<file path="src/rtl/proc_pkg.sv">
// Shared definitions for the matrix processor and its batch scheduler:
// opcode encodings, instruction field positions and scheduler state encoding.
package proc_pkg;

    localparam int INST_W = 64;
    localparam int RES_W  = 32;

    localparam int OPC_MSB = 60;
    localparam int OPC_LSB = 56;
    localparam int OPC_W   = OPC_MSB - OPC_LSB + 1;

    localparam logic [OPC_W-1:0] OP_ADD  = 5'b00001;
    localparam logic [OPC_W-1:0] OP_SUB  = 5'b00010;
    localparam logic [OPC_W-1:0] OP_MUL  = 5'b00100;
    localparam logic [OPC_W-1:0] OP_TRAN = 5'b01000;
    localparam logic [OPC_W-1:0] OP_DET  = 5'b10000;

    // Operands are packed 4-bit elements; element 0 of each sits at the field LSB
    localparam int ELEM_W  = 4;
    localparam int OPND_W  = 28;
    localparam int OPA_LSB = 0;
    localparam int OPB_LSB = 28;

    typedef enum logic [2:0] {
        S_IDLE, S_FETCH, S_LOAD, S_ISSUE, S_WAIT, S_WRITE, S_SKIP, S_FIN
    } sched_state_e;

    function automatic logic [OPC_W-1:0] opc_of(input logic [INST_W-1:0] w);
        return w[OPC_MSB:OPC_LSB];
    endfunction

endpackage

</file>
<file path="src/rtl/proc_batch_sched_if.sv">
// Scheduler bus: batch control, instruction memory read port, processor
// handshake and result memory write port.
interface proc_batch_sched_if #(parameter int ADDR_W = 4);
    logic              start;
    logic [ADDR_W:0]   cfg_len;
    logic              busy;
    logic              batch_done;
    logic [ADDR_W:0]   err_cnt;
    logic              imem_rd;
    logic [ADDR_W-1:0] imem_addr;
    logic [63:0]       imem_rdata;
    logic              inst_valid;
    logic [63:0]       p_rdata;
    logic [31:0]       p_wdata;
    logic              done;
    logic              rmem_we;
    logic [ADDR_W-1:0] rmem_addr;
    logic [31:0]       rmem_wdata;
    logic              rmem_err;

    modport master (
        input  start, cfg_len, imem_rdata, p_wdata, done,
        output busy, batch_done, err_cnt, imem_rd, imem_addr, inst_valid,
               p_rdata, rmem_we, rmem_addr, rmem_wdata, rmem_err
    );

    modport slave (
        output start, cfg_len, imem_rdata, p_wdata, done,
        input  busy, batch_done, err_cnt, imem_rd, imem_addr, inst_valid,
               p_rdata, rmem_we, rmem_addr, rmem_wdata, rmem_err
    );
endinterface

</file>
<file path="src/rtl/proc_opc_chk.sv">
// Combinational opcode validity check: the field must be exactly one of the
// one-hot processor opcodes.
module proc_opc_chk
    import proc_pkg::*;
(
    input  logic [OPC_W-1:0] opc,
    output logic             valid
);
    assign valid = opc inside {OP_ADD, OP_SUB, OP_MUL, OP_TRAN, OP_DET};
endmodule

</file>
<file path="src/rtl/proc_batch_sched.sv">
// Batch scheduler: fetches instructions, issues valid ones to the processor,
// writes results (or error entries) to the result memory. Optional macro SCHED_WDOG_EN adds a WAIT watchdog.
module proc_batch_sched
    import proc_pkg::*;
#(
    parameter int ADDR_W   = 4,
    parameter int WDOG_CYC = 15
) (
    input  logic               clk,
    input  logic               rst,
    proc_batch_sched_if.master bus
);
    localparam int LW = ADDR_W + 1;

    sched_state_e      state, state_nx;
    logic [ADDR_W-1:0] idx;
    logic [LW-1:0]     len;
    logic [LW-1:0]     err_cnt_q;
    logic [INST_W-1:0] inst_q;
    logic [RES_W-1:0]  res_q;
    logic [OPC_W-1:0]  ld_opc;
    logic              opc_ok;
    logic              last;
    logic              wdog_exp;

    assign ld_opc = opc_of(bus.imem_rdata);

    proc_opc_chk u_opc_chk (
        .opc   (ld_opc),
        .valid (opc_ok)
    );

    // len is at least 1 whenever this is consulted, so idx never wraps
    assign last = (LW'(idx) + LW'(1)) == len;

`ifdef SCHED_WDOG_EN
    localparam int WD_W = $clog2(WDOG_CYC + 1);
    logic [WD_W-1:0] wdog;

    always_ff @(posedge clk or posedge rst) begin
        if (rst)                  wdog <= '0;
        else if (state == S_WAIT) wdog <= wdog + WD_W'(1);
        else                      wdog <= '0;
    end

    // Fires on the WDOG_CYC-th WAIT cycle; a done in that same cycle still wins
    assign wdog_exp = (wdog == WD_W'(WDOG_CYC - 1));
`else
    assign wdog_exp = 1'b0;
`endif

    always_ff @(posedge clk or posedge rst) begin
        if (rst) state <= S_IDLE;
        else     state <= state_nx;
    end

    always_comb begin
        state_nx = state;
        unique case (state)
            S_IDLE:  if (bus.start) state_nx = (bus.cfg_len == '0) ? S_FIN : S_FETCH;
            S_FETCH: state_nx = S_LOAD;
            S_LOAD:  state_nx = opc_ok ? S_ISSUE : S_SKIP;
            S_ISSUE: state_nx = S_WAIT;
            S_WAIT: begin
                if (bus.done)    state_nx = S_WRITE;
                else if (wdog_exp) state_nx = S_SKIP;
            end
            S_WRITE, S_SKIP: state_nx = last ? S_FIN : S_FETCH;
            S_FIN:   state_nx = S_IDLE;
            default: state_nx = S_IDLE;
        endcase
    end

    always_ff @(posedge clk or posedge rst) begin
        if (rst) begin
            idx       <= '0;
            len       <= '0;
            err_cnt_q <= '0;
            inst_q    <= '0;
            res_q     <= '0;
        end else begin
            if (state == S_IDLE && bus.start) begin
                len       <= bus.cfg_len;
                err_cnt_q <= '0;
                idx       <= '0;
            end
            if (state == S_LOAD)              inst_q    <= bus.imem_rdata;
            if (state == S_WAIT && bus.done)  res_q     <= bus.p_wdata;
            if (state == S_SKIP)              err_cnt_q <= err_cnt_q + LW'(1);
            if ((state == S_WRITE || state == S_SKIP) && !last) idx <= idx + ADDR_W'(1);
        end
    end

    always_comb begin
        bus.busy       = (state != S_IDLE);
        bus.batch_done = (state == S_FIN);
        bus.err_cnt    = err_cnt_q;
        bus.imem_rd    = (state == S_FETCH);
        bus.imem_addr  = idx;
        bus.inst_valid = (state == S_ISSUE);
        bus.p_rdata    = inst_q;
        bus.rmem_we    = (state == S_WRITE) || (state == S_SKIP);
        bus.rmem_addr  = idx;
        bus.rmem_wdata = (state == S_WRITE) ? res_q : '0;
        bus.rmem_err   = (state == S_SKIP);
    end

endmodule

</file>
<file path="src/flat_wrapper.sv">
// flat-port wrapper written by rule: the top's interface ports become plain ports
module proc_batch_sched_flat import proc_pkg::*;
#(
    parameter int ADDR_W   = 4,
    parameter int WDOG_CYC = 15
)
  (clk, rst, bus_start, bus_cfg_len, bus_imem_rdata, bus_p_wdata, bus_done, bus_busy, bus_batch_done, bus_err_cnt, bus_imem_rd, bus_imem_addr, bus_inst_valid, bus_p_rdata, bus_rmem_we, bus_rmem_addr, bus_rmem_wdata, bus_rmem_err);
  proc_batch_sched_if #(.ADDR_W(ADDR_W)) bus_i ();
  input  logic clk;
  input  logic rst;
  input wire logic [$bits(bus_i.start)-1:0] bus_start;
  input wire logic [$bits(bus_i.cfg_len)-1:0] bus_cfg_len;
  input wire logic [$bits(bus_i.imem_rdata)-1:0] bus_imem_rdata;
  input wire logic [$bits(bus_i.p_wdata)-1:0] bus_p_wdata;
  input wire logic [$bits(bus_i.done)-1:0] bus_done;
  output wire logic [$bits(bus_i.busy)-1:0] bus_busy;
  output wire logic [$bits(bus_i.batch_done)-1:0] bus_batch_done;
  output wire logic [$bits(bus_i.err_cnt)-1:0] bus_err_cnt;
  output wire logic [$bits(bus_i.imem_rd)-1:0] bus_imem_rd;
  output wire logic [$bits(bus_i.imem_addr)-1:0] bus_imem_addr;
  output wire logic [$bits(bus_i.inst_valid)-1:0] bus_inst_valid;
  output wire logic [$bits(bus_i.p_rdata)-1:0] bus_p_rdata;
  output wire logic [$bits(bus_i.rmem_we)-1:0] bus_rmem_we;
  output wire logic [$bits(bus_i.rmem_addr)-1:0] bus_rmem_addr;
  output wire logic [$bits(bus_i.rmem_wdata)-1:0] bus_rmem_wdata;
  output wire logic [$bits(bus_i.rmem_err)-1:0] bus_rmem_err;
  assign bus_i.start = bus_start;
  assign bus_i.cfg_len = bus_cfg_len;
  assign bus_i.imem_rdata = bus_imem_rdata;
  assign bus_i.p_wdata = bus_p_wdata;
  assign bus_i.done = bus_done;
  assign bus_busy = bus_i.busy;
  assign bus_batch_done = bus_i.batch_done;
  assign bus_err_cnt = bus_i.err_cnt;
  assign bus_imem_rd = bus_i.imem_rd;
  assign bus_imem_addr = bus_i.imem_addr;
  assign bus_inst_valid = bus_i.inst_valid;
  assign bus_p_rdata = bus_i.p_rdata;
  assign bus_rmem_we = bus_i.rmem_we;
  assign bus_rmem_addr = bus_i.rmem_addr;
  assign bus_rmem_wdata = bus_i.rmem_wdata;
  assign bus_rmem_err = bus_i.rmem_err;
  proc_batch_sched #(.ADDR_W(ADDR_W), .WDOG_CYC(WDOG_CYC)) u_core (.clk(clk), .rst(rst), .bus(bus_i));
endmodule
</file>
<file path="config.mk">
export PLATFORM = sky130hd
export DESIGN_NAME = proc_batch_sched_flat
export DESIGN_NICKNAME = d
export VERILOG_FILES = /design/src/rtl/proc_pkg.sv /design/src/rtl/proc_batch_sched_if.sv /design/src/rtl/proc_opc_chk.sv /design/src/rtl/proc_batch_sched.sv /design/src/flat_wrapper.sv
export SDC_FILE = /design/constraint.sdc
export NUM_CORES = 1
export LEC_CHECK = 0
export ABC_AREA = 1
export CORE_MARGIN = 2
export CORE_UTILIZATION = 45
export DETAILED_ROUTE_END_ITERATION = 12
export PLACE_DENSITY = 0.89
export REMOVE_ABC_BUFFERS = 1
export SLEW_MARGIN = 20
export SYNTH_ARGS = -nofsm -noshare
export SYNTH_HDL_FRONTEND = slang
export SYNTH_SLANG_ARGS = --single-unit
</file>
<file path="constraint.sdc">
create_clock -name clk -period 11.9 [get_ports clk]
set_input_delay 2.38 -clock clk [delete_from_list [all_inputs] [get_ports clk]]
set_output_delay 2.38 -clock clk [all_outputs]
set_load 0.01 [all_outputs]
</file>
==> results.py, run 1 <==
metrics = {
    "layout": {
        "fin_area_mm2": 0.00760,
        "final_cells": 944,
        "drive_above_1_share_pct": 5.20,
        "area_growth_pct": 57.0,
        "final_util_pct": 73.3,
        "fin_nets": 903,
        "num_antenna_cells": 0,
    },
    "drt": {
        "num_vias": 4632,
        "wl_per_cell_um": 14.9,
        "ant_nets": 0,
        "avgViaCountPerCell": 4.91,
        "dr.first_iter.drc_count": 299,
        "wl_mm": 14.1,
        "drtPass1Iterations": 5,
        "post-route-drc-count": 0,
    },
    "power": {
        "p_leak_nw": 3.74,
        "vdd.ir_drop.worst_mv": 0.168,
        "power_density_mw_per_mm2": 257,
        "power.total_mw": 1.95,
    },
    "yosys": {
        "synthTopCellsByArea": "dfrtp_1 (58%), nand2_1 (16%), nor2_1 (5.9%)",
        "synth_edf_count": 0,
        "syn_inst": 586,
        "yosysSeqAreaShare_pct": 58.4,
        "ys.flop_type": "dfrtp_1",
        "synth_seq_cells": 113,
        "syn_area_per_cell_um2": 8.27,
        "yosysWarnings": 0,
        "syn-cell-area_mm2": 0.00484,
        "postSynth.asyncResetShare_pct": 100,
        "yosys.area.top_type": "dfrtp_1",
        "synth_top_area_share_pct": 58.4,
        "ys_types": 27,
    },
    "timing": {
        "max_freq_ghz": 0.198,
        "hold_slack_ns": 0.471,
        "max_slew_margin_pct": 27.6,
        "rsz0062_at_grt": "no",
        "worst_pin_slew_ns": 1.09,
        "setup_slack_ns": 6.85,
        "setup_tns_ns": 0,
        "fin_crit_ns": 5.05,
        "hold_viol": 0,
        "finalSetupViolCount": 0,
        "finalCritPeriodShare_pct": 42.4,
        "fin_worst_skew_ns": 0.00855,
        "slew_viol_final": 0,
    },
    "status": {
        "outcome": "complete, no violations",
    },
    "critical_path": {
        "startpoint_type": "register",
        "crit_path_end_kind": "output pin",
        "crit_chain": "nand3_2, nand2_2, clkdlybuf4s50_1",
        "slowest_delay_ns": 0.62,
        "crit_fanout": 33,
        "worstSetupPathType": "register to output pin",
        "cp.arrival_ns": 2.67,
        "slowest_stage": "dfrtp_1",
        "worstPathRequired_ns": 9.52,
    },
    "placed_design": {
        "placed_area_mm2": 0.00707,
        "numPortBuffers": 219,
        "place.gp.congestion": 0.804,
        "pre_cts_ws_ns": 7.01,
        "hpwl_mm": 10.1,
        "dp_cells": 913,
    },
    "die": {
        "io_pins": 220,
        "start_util_pct": 46.7,
        "coreArea_mm2": 0.0104,
        "die_h_um": 108,
        "die-width_um": 108,
        "die-area_mm2": 0.0116,
        "core.rowCount": 37,
    },
    "clock_network": {
        "clockBufferDepth": 2,
        "clk_latency_ns": 0.52,
        "clk_pin_slew_ns": 0.05,
        "cts_setup_buffers": 0,
        "numCtsBuffers": 17,
        "ctsHtreeMaxLevel": 4,
        "cts-resized-gates": 0,
        "root_buffer": "clkbuf_8",
        "hold_buffers": 0,
        "clock-sinks": 113,
        "cts_tree": "yes",
    },
    "hold_path": {
        "hold_path_class": "register to register",
    },
    "global_route": {
        "grt_max_degree": 69,
        "antenna_found_initial": 0,
        "grt_pass1_vias": 4767,
        "grt_usage_pct": 25.0,
        "grt_pass1_wl_mm": 22.4,
        "grt-ovfl-total": 0,
    },
    "flow_run": {
        "cap_violations": 0,
    },
}
==> kinds of logic after synthesis <==
logic type               after synthesis  share of synthesized area [%]
XOR/XNOR                               3                          0.543
adder cells (fa/ha/maj)                2                          0.517
AO/OA/AOI/OAI                         52                           5.53
AND/OR/NAND/NOR                      329                           27.4
buffers and inverters                 87                           7.59
flip-flops                           113                           58.4
==> final cells by class <==
class / instances / area [µm²]
Sequential cell: 113 / 2830
Fill cell: 729 / 2770
Timing Repair Buffer: 220 / 2200
Multi-Input combinational cell: 386 / 1670
Clock buffer: 24 / 460
Inverter: 58 / 220
Tap cell: 136 / 170
Clock inverter: 7 / 60.1
==> synthesized netlist by cell type (all sizes together), types with 2 or more instances <==
| master | number |
|---|---|
| clkbuf | 14 |
| a21oi | 37 |
| inv | 58 |
| dfrtp | 113 |
| nor2 | 80 |
| o21ai | 13 |
| nand3 | 24 |
| buf | 15 |
| nand4 | 6 |
| ha | 2 |
| or2 | 2 |
| nand2 | 215 |
| xor2 | 2 |
==> metal layers <==
metal / share of wire [%] / global-route usage, % / vias up
met5: 0 / 0 / -
met4: 2.6 / 10.3 / 0
met3: 9.2 / 9.20 / 32
met2: 51 / 44.0 / 206
met1: 37 / 27.1 / 2183
li1: - / - / 2211
==> power by group <==
part	switching [mW]	leakage (nW)	internal, mW
clock network	0.162	0.262	0.284
registers	0.113	1.34	0.563
logic	0.421	2.14	0.410
total	0.696	3.74	1.26
==> flip-flops by register name, summed over array words and instances, names as in the netlist <==
signal	flops
u_core.bus.err_cnt	5
u_core.state	3
u_core.res_q	32
u_core.len	5
u_core.bus.p_rdata	64
u_core.bus.imem_addr	4
==> cells in the final DEF, fill, tap and decap left out <==
cell type        instances
a21oi_1                 37
a32o_1                   1
buf_4                    1
bufinv_16                1
clkbuf_1                 5
clkbuf_16               16
clkbuf_8                 3
clkdlybuf4s50_1        219
clkinv_2                 6
dfrtp_1                113
ha_1                     2
inv_1                   53
inv_2                    4
inv_4                    1
nand2_1                212
nand2_2                  3
nand3_1                 22
nand3_2                  1
nand3_4                  1
nand3b_1                 1
nand4_1                  6
nor2_1                  76
nor2_2                   2
nor2_4                   1
nor2_8                   1
nor3_1                   1
o21ai_0                  7
o21ai_1                  6
o31ai_1                  1
or2_1                    1
or2_4                    1
xnor2_1                  1
xor2_1                   2
==> path summary, 6_finish.rpt <==
kind	from	endpoint	slack (ns)	cells past startpoint
worst max-delay path	u_core.state[2]	bus_rmem_we	6.85	3
worst min-delay path	u_core.bus.p_rdata[55]	u_core.bus.p_rdata[55]	0.47	2
worst max register to register	u_core.state[0]	u_core.bus.p_rdata[59]	9.36	5
worst min register to register	u_core.bus.p_rdata[55]	u_core.bus.p_rdata[55]	0.47	2
max in group asynchronous	rst	u_core.bus.p_rdata[58]	8.34	3
min in group asynchronous	rst	u_core.bus.p_rdata[12]	2.34	2
==> critical path, delay by kind of cell, from the launching register on <==
kind | cells | cell delay (ns)
simple gates | 2 | 0.94
flops | 1 | 0.62
buf+inv | 1 | 0.59
Power figures use the tool's default switching activity.
==> inputs of run 2 (changes only) <==
- CORE_UTILIZATION: 45 -> 38
- PLACE_DENSITY: 0.89 -> 0.8
- clock period: 11.9 -> 4.5 ns (I/O delays scaled with it)
==> run 2 against run 1 <==
Compared with the run above:
- clock power rose to 3.0 times the previous value
- setup slack got worse by 5.3 ns
- final area rose by 1.8%
- sequential share of layout area fell by 0.66 points
- clock skew rose by 0.00081 ns
- critical path depth rose by 2
- die area rose by 18%
- count of clock-buffer cells in the layout fell by 3
- core utilization fell by 11 points
- combinational power rose to 2.6 times the previous value
- largest cell class unchanged
==> results.py, run 2 (synthesis gave the netlist of run 1 again) <==
metrics = {
    "status": {
        "outcome": "complete, no violations",
    },
    "critical_path": {
        "slowest_delay_ns": 0.57,
        "cp.arrival_ns": 2.09,
        "startpoint_type": "register",
        "crit_chain": "inv_1, nor2_4, inv_2, nand2_2, clkdlybuf4s50_1",
        "crit_path_end_kind": "output pin",
        "worstPathRequired_ns": 3.60,
        "slowest_stage": "clkdlybuf4s50_1",
        "r2r_cells": 8,
        "crit_fanout": 10,
        "worstSetupPathType": "register to output pin",
    },
    "drt": {
        "wl_per_cell_um": 13.1,
        "dr.first_iter.drc_count": 206,
        "ant_nets": 0,
        "avgViaCountPerCell": 4.49,
        "wl_mm": 12.9,
        "post-route-drc-count": 0,
        "drtPass1Iterations": 4,
        "num_vias": 4426,
    },
    "clock_network": {
        "hold_buffers": 0,
        "clockBufferDepth": 2,
        "cts_setup_buffers": 0,
        "clk_pin_slew_ns": 0.05,
        "clock-sinks": 113,
        "root_buffer": "clkbuf_16",
        "cts_tree": "yes",
        "ctsHtreeMaxLevel": 4,
        "cts-resized-gates": 0,
        "numCtsBuffers": 17,
        "clk_latency_ns": 0.40,
    },
    "timing": {
        "worst_pin_slew_ns": 0.790,
        "setup_tns_ns": 0,
        "max_slew_margin_pct": 47.3,
        "setup_slack_ns": 1.51,
        "fin_crit_ns": 2.99,
        "finalCritPeriodShare_pct": 66.4,
        "finalSetupViolCount": 0,
        "rsz0062_at_grt": "no",
        "slew_viol_final": 0,
        "hold_viol": 0,
        "max_freq_ghz": 0.334,
        "fin_worst_skew_ns": 0.00936,
    },
    "layout": {
        "final_common_cell": "clkdlybuf4s50_1",
        "drive_above_1_share_pct": 6.02,
        "final_cells": 986,
        "num_antenna_cells": 0,
        "fin_area_mm2": 0.00774,
        "final_cell_mix": "clkdlybuf4s50_1 (219), nand2_1 (212), dfrtp_1 (113), nor2_1 (76), inv_1 (53)",
        "area_growth_pct": 59.8,
        "largest_reg_flops": 64,
        "fin_nets": 908,
    },
    "power": {
        "vdd.ir_drop.worst_mv": 0.358,
        "p_clk_share_pct": 25.5,
        "p_int_mw": 3.46,
        "swShare_pct": 34.0,
        "pwr-share-comb_pct": 41.0,
        "power.total_mw": 5.24,
        "power_density_mw_per_mm2": 677,
        "seq_power_share_pct": 33.5,
        "switchingPower_mw": 1.78,
        "p_leak_nw": 3.78,
    },
    "die": {
        "die-area_mm2": 0.0137,
        "start_util_pct": 38.7,
        "core.rowCount": 41,
        "coreArea_mm2": 0.0125,
        "die_h_um": 117,
        "io_pins": 220,
        "die-width_um": 117,
    },
    "global_route": {
        "grt-ovfl-total": 0,
        "grt_pass1_wl_mm": 20.4,
        "grt_pass1_vias": 4201,
        "antenna_found_initial": 0,
        "grt_usage_pct": 19.3,
        "grt_max_degree": 66,
    },
    "placed_design": {
        "numPortBuffers": 219,
        "dp_cells": 954,
        "place.gp.congestion": 0.784,
        "placed_area_mm2": 0.00715,
        "pre_cts_ws_ns": 1.92,
        "hpwl_mm": 9.23,
    },
    "hold_path": {
        "whs_path_depth": 2,
        "hold_path_class": "register to register",
    },
    "flow_run": {
        "cap_violations": 0,
    },
}
==> run 2: cell count changes in the layout (fill, tap and decap cells not counted), sizes merged <==
cell      change
clkinv        -1
buf           +5
clkbuf        -3
clkinvlp      +3
bufinv        +2
==> run 2: path summary, 6_finish.rpt <==
| check | startpoint | endpoint | slack [ns] |
|---|---|---|---|
| max in group asynchronous | rst | u_core.res_q[30] | 2.61 |
| min | u_core.bus.p_rdata[20] | u_core.bus.p_rdata[20] | 0.47 |
| min in group asynchronous | rst | u_core.bus.p_rdata[26] | 1.02 |
| min reg2reg | u_core.bus.p_rdata[20] | u_core.bus.p_rdata[20] | 0.47 |
| max | u_core.state[2] | bus_rmem_we | 1.51 |
| max reg2reg | u_core.state[1] | u_core.state[1] | 2.60 |
==> run 2: power by group through the flow <==
stage	sequential, mW	combinational [mW]	clock (mW)
2_1_floorplan	1.88	0.850	0
3_3_place_gp	1.75	2.14	0
3_5_place_dp	1.76	2.18	0
4_1_cts	1.76	2.18	1.36
5_1_grt	1.82	2.39	1.42
6_report	1.76	2.15	1.33
==> run 2: cell type report <==
cell class,instances,area (µm²)
Fill cell,1117,4780
Tap cell,172,215
Sequential cell,113,2830
Multi-Input combinational cell,386,1650
Timing Repair Buffer,225,2240
Inverter,58,220
Clock inverter,11,138
Clock buffer,21,450
==> run 2: per-layer routing <==
metal / share of wire, % / up-vias / global-route usage [%]
li1: - / 2218 / -
met1: 41 / 2016 / 23.6
met2: 47 / 178 / 30.8
met3: 9.9 / 14 / 8.55
met4: 1.5 / 0 / 6.51
met5: 0 / - / 0
==> run 2: stage by stage <==
stage	utilization (%)	hold WS, ns
2_1_floorplan	-	0.472
3_3_place_gp	57.1	0.453
3_5_place_dp	57.1	0.457
4_1_cts	61.8	0.471
5_1_grt	61.8	0.487
6_report	61.8	0.467
==> run 2: critical path, delay by kind of cell, from the launching register on <==
kind,cells,cell delay [ns]
buffers and inverters,3,0.86
flip-flops,1,0.55
AND/OR/NAND/NOR,2,0.28
==> inputs of run 3 (changes only) <==
- clock period: 4.5 -> 2.64 ns (I/O delays scaled with it)
==> run 3 against run 2 <==
Compared with the run above:
- wire length decreased by 0.27%
- first-iteration DRC count increased by 13%
- sequential share of layout area decreased by 0.053 points
- critical path type unchanged
- critical endpoint is now bus_rmem_wdata[29]
==> results.py, run 3 (synthesis gave the netlist of run 1 again) <==
metrics = {
    "power": {
        "power_density_mw_per_mm2": 1140,
        "vdd.ir_drop.worst_mv": 0.639,
        "p_leak_nw": 3.82,
    },
    "critical_path": {
        "critical-path-top-delay-family": "buffers and inverters",
        "crit_buf_inv": 3,
        "r2r_cells": 7,
        "crit_path_end_kind": "output pin",
        "cp.depth": 5,
        "worstSetupPathType": "register to output pin",
        "worstPathRequired_ns": 2.11,
        "slowest_stage": "clkdlybuf4s50_1",
        "crit_fanout": 33,
        "slowest_delay_ns": 0.55,
        "cp.arrival_ns": 1.86,
        "startpoint_type": "register",
        "reg2reg_slack_ns": 0.74,
        "crit_chain": "inv_2, nand3_1, buf_4, nor2_1, clkdlybuf4s50_1",
    },
    "clock_network": {
        "clockBufferDepth": 2,
        "root_buffer": "clkbuf_16",
        "clock-sinks": 113,
        "ctsHtreeMaxLevel": 4,
        "clk_pin_slew_ns": 0.05,
        "numCtsBuffers": 17,
        "hold_buffers": 0,
        "cts_tree": "yes",
        "clk_latency_ns": 0.40,
    },
    "global_route": {
        "grt_pass1_wl_mm": 20.5,
        "grt_usage_pct": 19.5,
        "antenna_found_initial": 0,
        "grt-ovfl-total": 0,
        "grt_pass1_vias": 4254,
        "grt_max_degree": 65,
    },
    "flow_run": {
        "cap_violations": 0,
    },
    "drt": {
        "num_vias": 4398,
        "wl_per_cell_um": 13.0,
        "wl_mm": 12.9,
        "avgViaCountPerCell": 4.46,
        "post-route-drc-count": 0,
        "drtPass1Iterations": 4,
        "ant_nets": 0,
        "dr.first_iter.drc_count": 232,
    },
    "die": {
        "start_util_pct": 38.7,
        "coreArea_mm2": 0.0125,
        "die-width_um": 117,
        "core.rowCount": 41,
        "io_pins": 220,
        "die_h_um": 117,
        "die-area_mm2": 0.0137,
    },
    "timing": {
        "slew_viol_final": 0,
        "finalCritPeriodShare_pct": 90.6,
        "hold_viol": 0,
        "fin_worst_skew_ns": 0.00662,
        "setup_slack_ns": 0.249,
        "setup_tns_ns": 0,
        "max_slew_margin_pct": 60.4,
        "rsz0062_at_grt": "no",
        "finalSetupViolCount": 0,
        "max_freq_ghz": 0.418,
        "fin_crit_ns": 2.39,
        "worst_pin_slew_ns": 0.593,
        "hold_slack_ns": 0.438,
    },
    "layout": {
        "final_cell_mix": "clkdlybuf4s50_1 (218), nand2_1 (212), dfrtp_1 (113), nor2_1 (76), inv_1 (53)",
        "final_common_cell": "clkdlybuf4s50_1",
        "num_antenna_cells": 0,
        "drive_above_1_share_pct": 6.14,
        "largest_reg_flops": 64,
        "fin_nets": 910,
        "final_util_pct": 61.9,
        "area_growth_pct": 60.1,
    },
    "status": {
        "outcome": "complete, no violations",
    },
    "placed_design": {
        "numPortBuffers": 219,
        "pre_cts_ws_ns": 0.509,
        "place.gp.congestion": 0.759,
        "hpwl_mm": 9.22,
    },
    "hold_path": {
        "hold_path_class": "input port to async pin",
    },
}
-- run 3: changes by cell type in the layout (fill, tap and decap cells not counted), sizes merged --
cell,before,now
clkinvlp,3,0
bufinv,3,1
dlymetal6s2s,0,1
clkdlybuf4s50,219,218
buf,6,8
clkbuf,21,24
-- run 3: path summary, 6_finish.rpt --
check                                               to                    from
worst max register to register         u_core.state[2]         u_core.state[0]
worst min-delay path            u_core.bus.p_rdata[11]                     rst
min in group clk                u_core.bus.p_rdata[55]  u_core.bus.p_rdata[55]
worst max-delay path                bus_rmem_wdata[29]         u_core.state[1]
max in group asynchronous             u_core.res_q[30]                     rst
worst min register to register  u_core.bus.p_rdata[55]  u_core.bus.p_rdata[55]
-- run 3: stage by stage --
stage	instances	power, mW	instance area (µm²)
final	986	8.81	7750
after global placement	956	6.64	7190
after detailed placement	956	6.73	7190
after CTS	986	8.92	7750
after global routing	986	9.48	7750
after floorplan	557	4.66	4690
-- run 3: power by group --
part,switching [mW],leakage (nW),internal (mW)
clock,0.730,0.281,1.40
sequential,0.438,1.34,2.54
combinational,1.83,2.20,1.87
total,3.00,3.82,5.81
-- run 3: area by class of cell --
| class | instances | area [µm²] |
|---|---|---|
| clock buffers | 24 | 502 |
| repair buffers | 227 | 2280 |
| well taps | 172 | 215 |
| multi-input cells | 386 | 1650 |
| fillers | 1069 | 4760 |
| flip-flops and latches | 113 | 2830 |
| clock inverters | 6 | 55.1 |
| inverters | 58 | 220 |
-- run 3: timing repair --
item	CTS	global route
endpoints found under the setup margin	0	1
buffers inserted	0	0
hold endpoints to repair	0	0
gates resized for setup	0	1
-- run 3: per-layer routing --
metal	up-vias	track usage [%]	routed length [µm]
met3	16	8.81	1320
li1	2230	-	-
met5	-	0	0
met1	1985	23.1	5330
met4	0	6.67	199
met2	167	31.6	6010
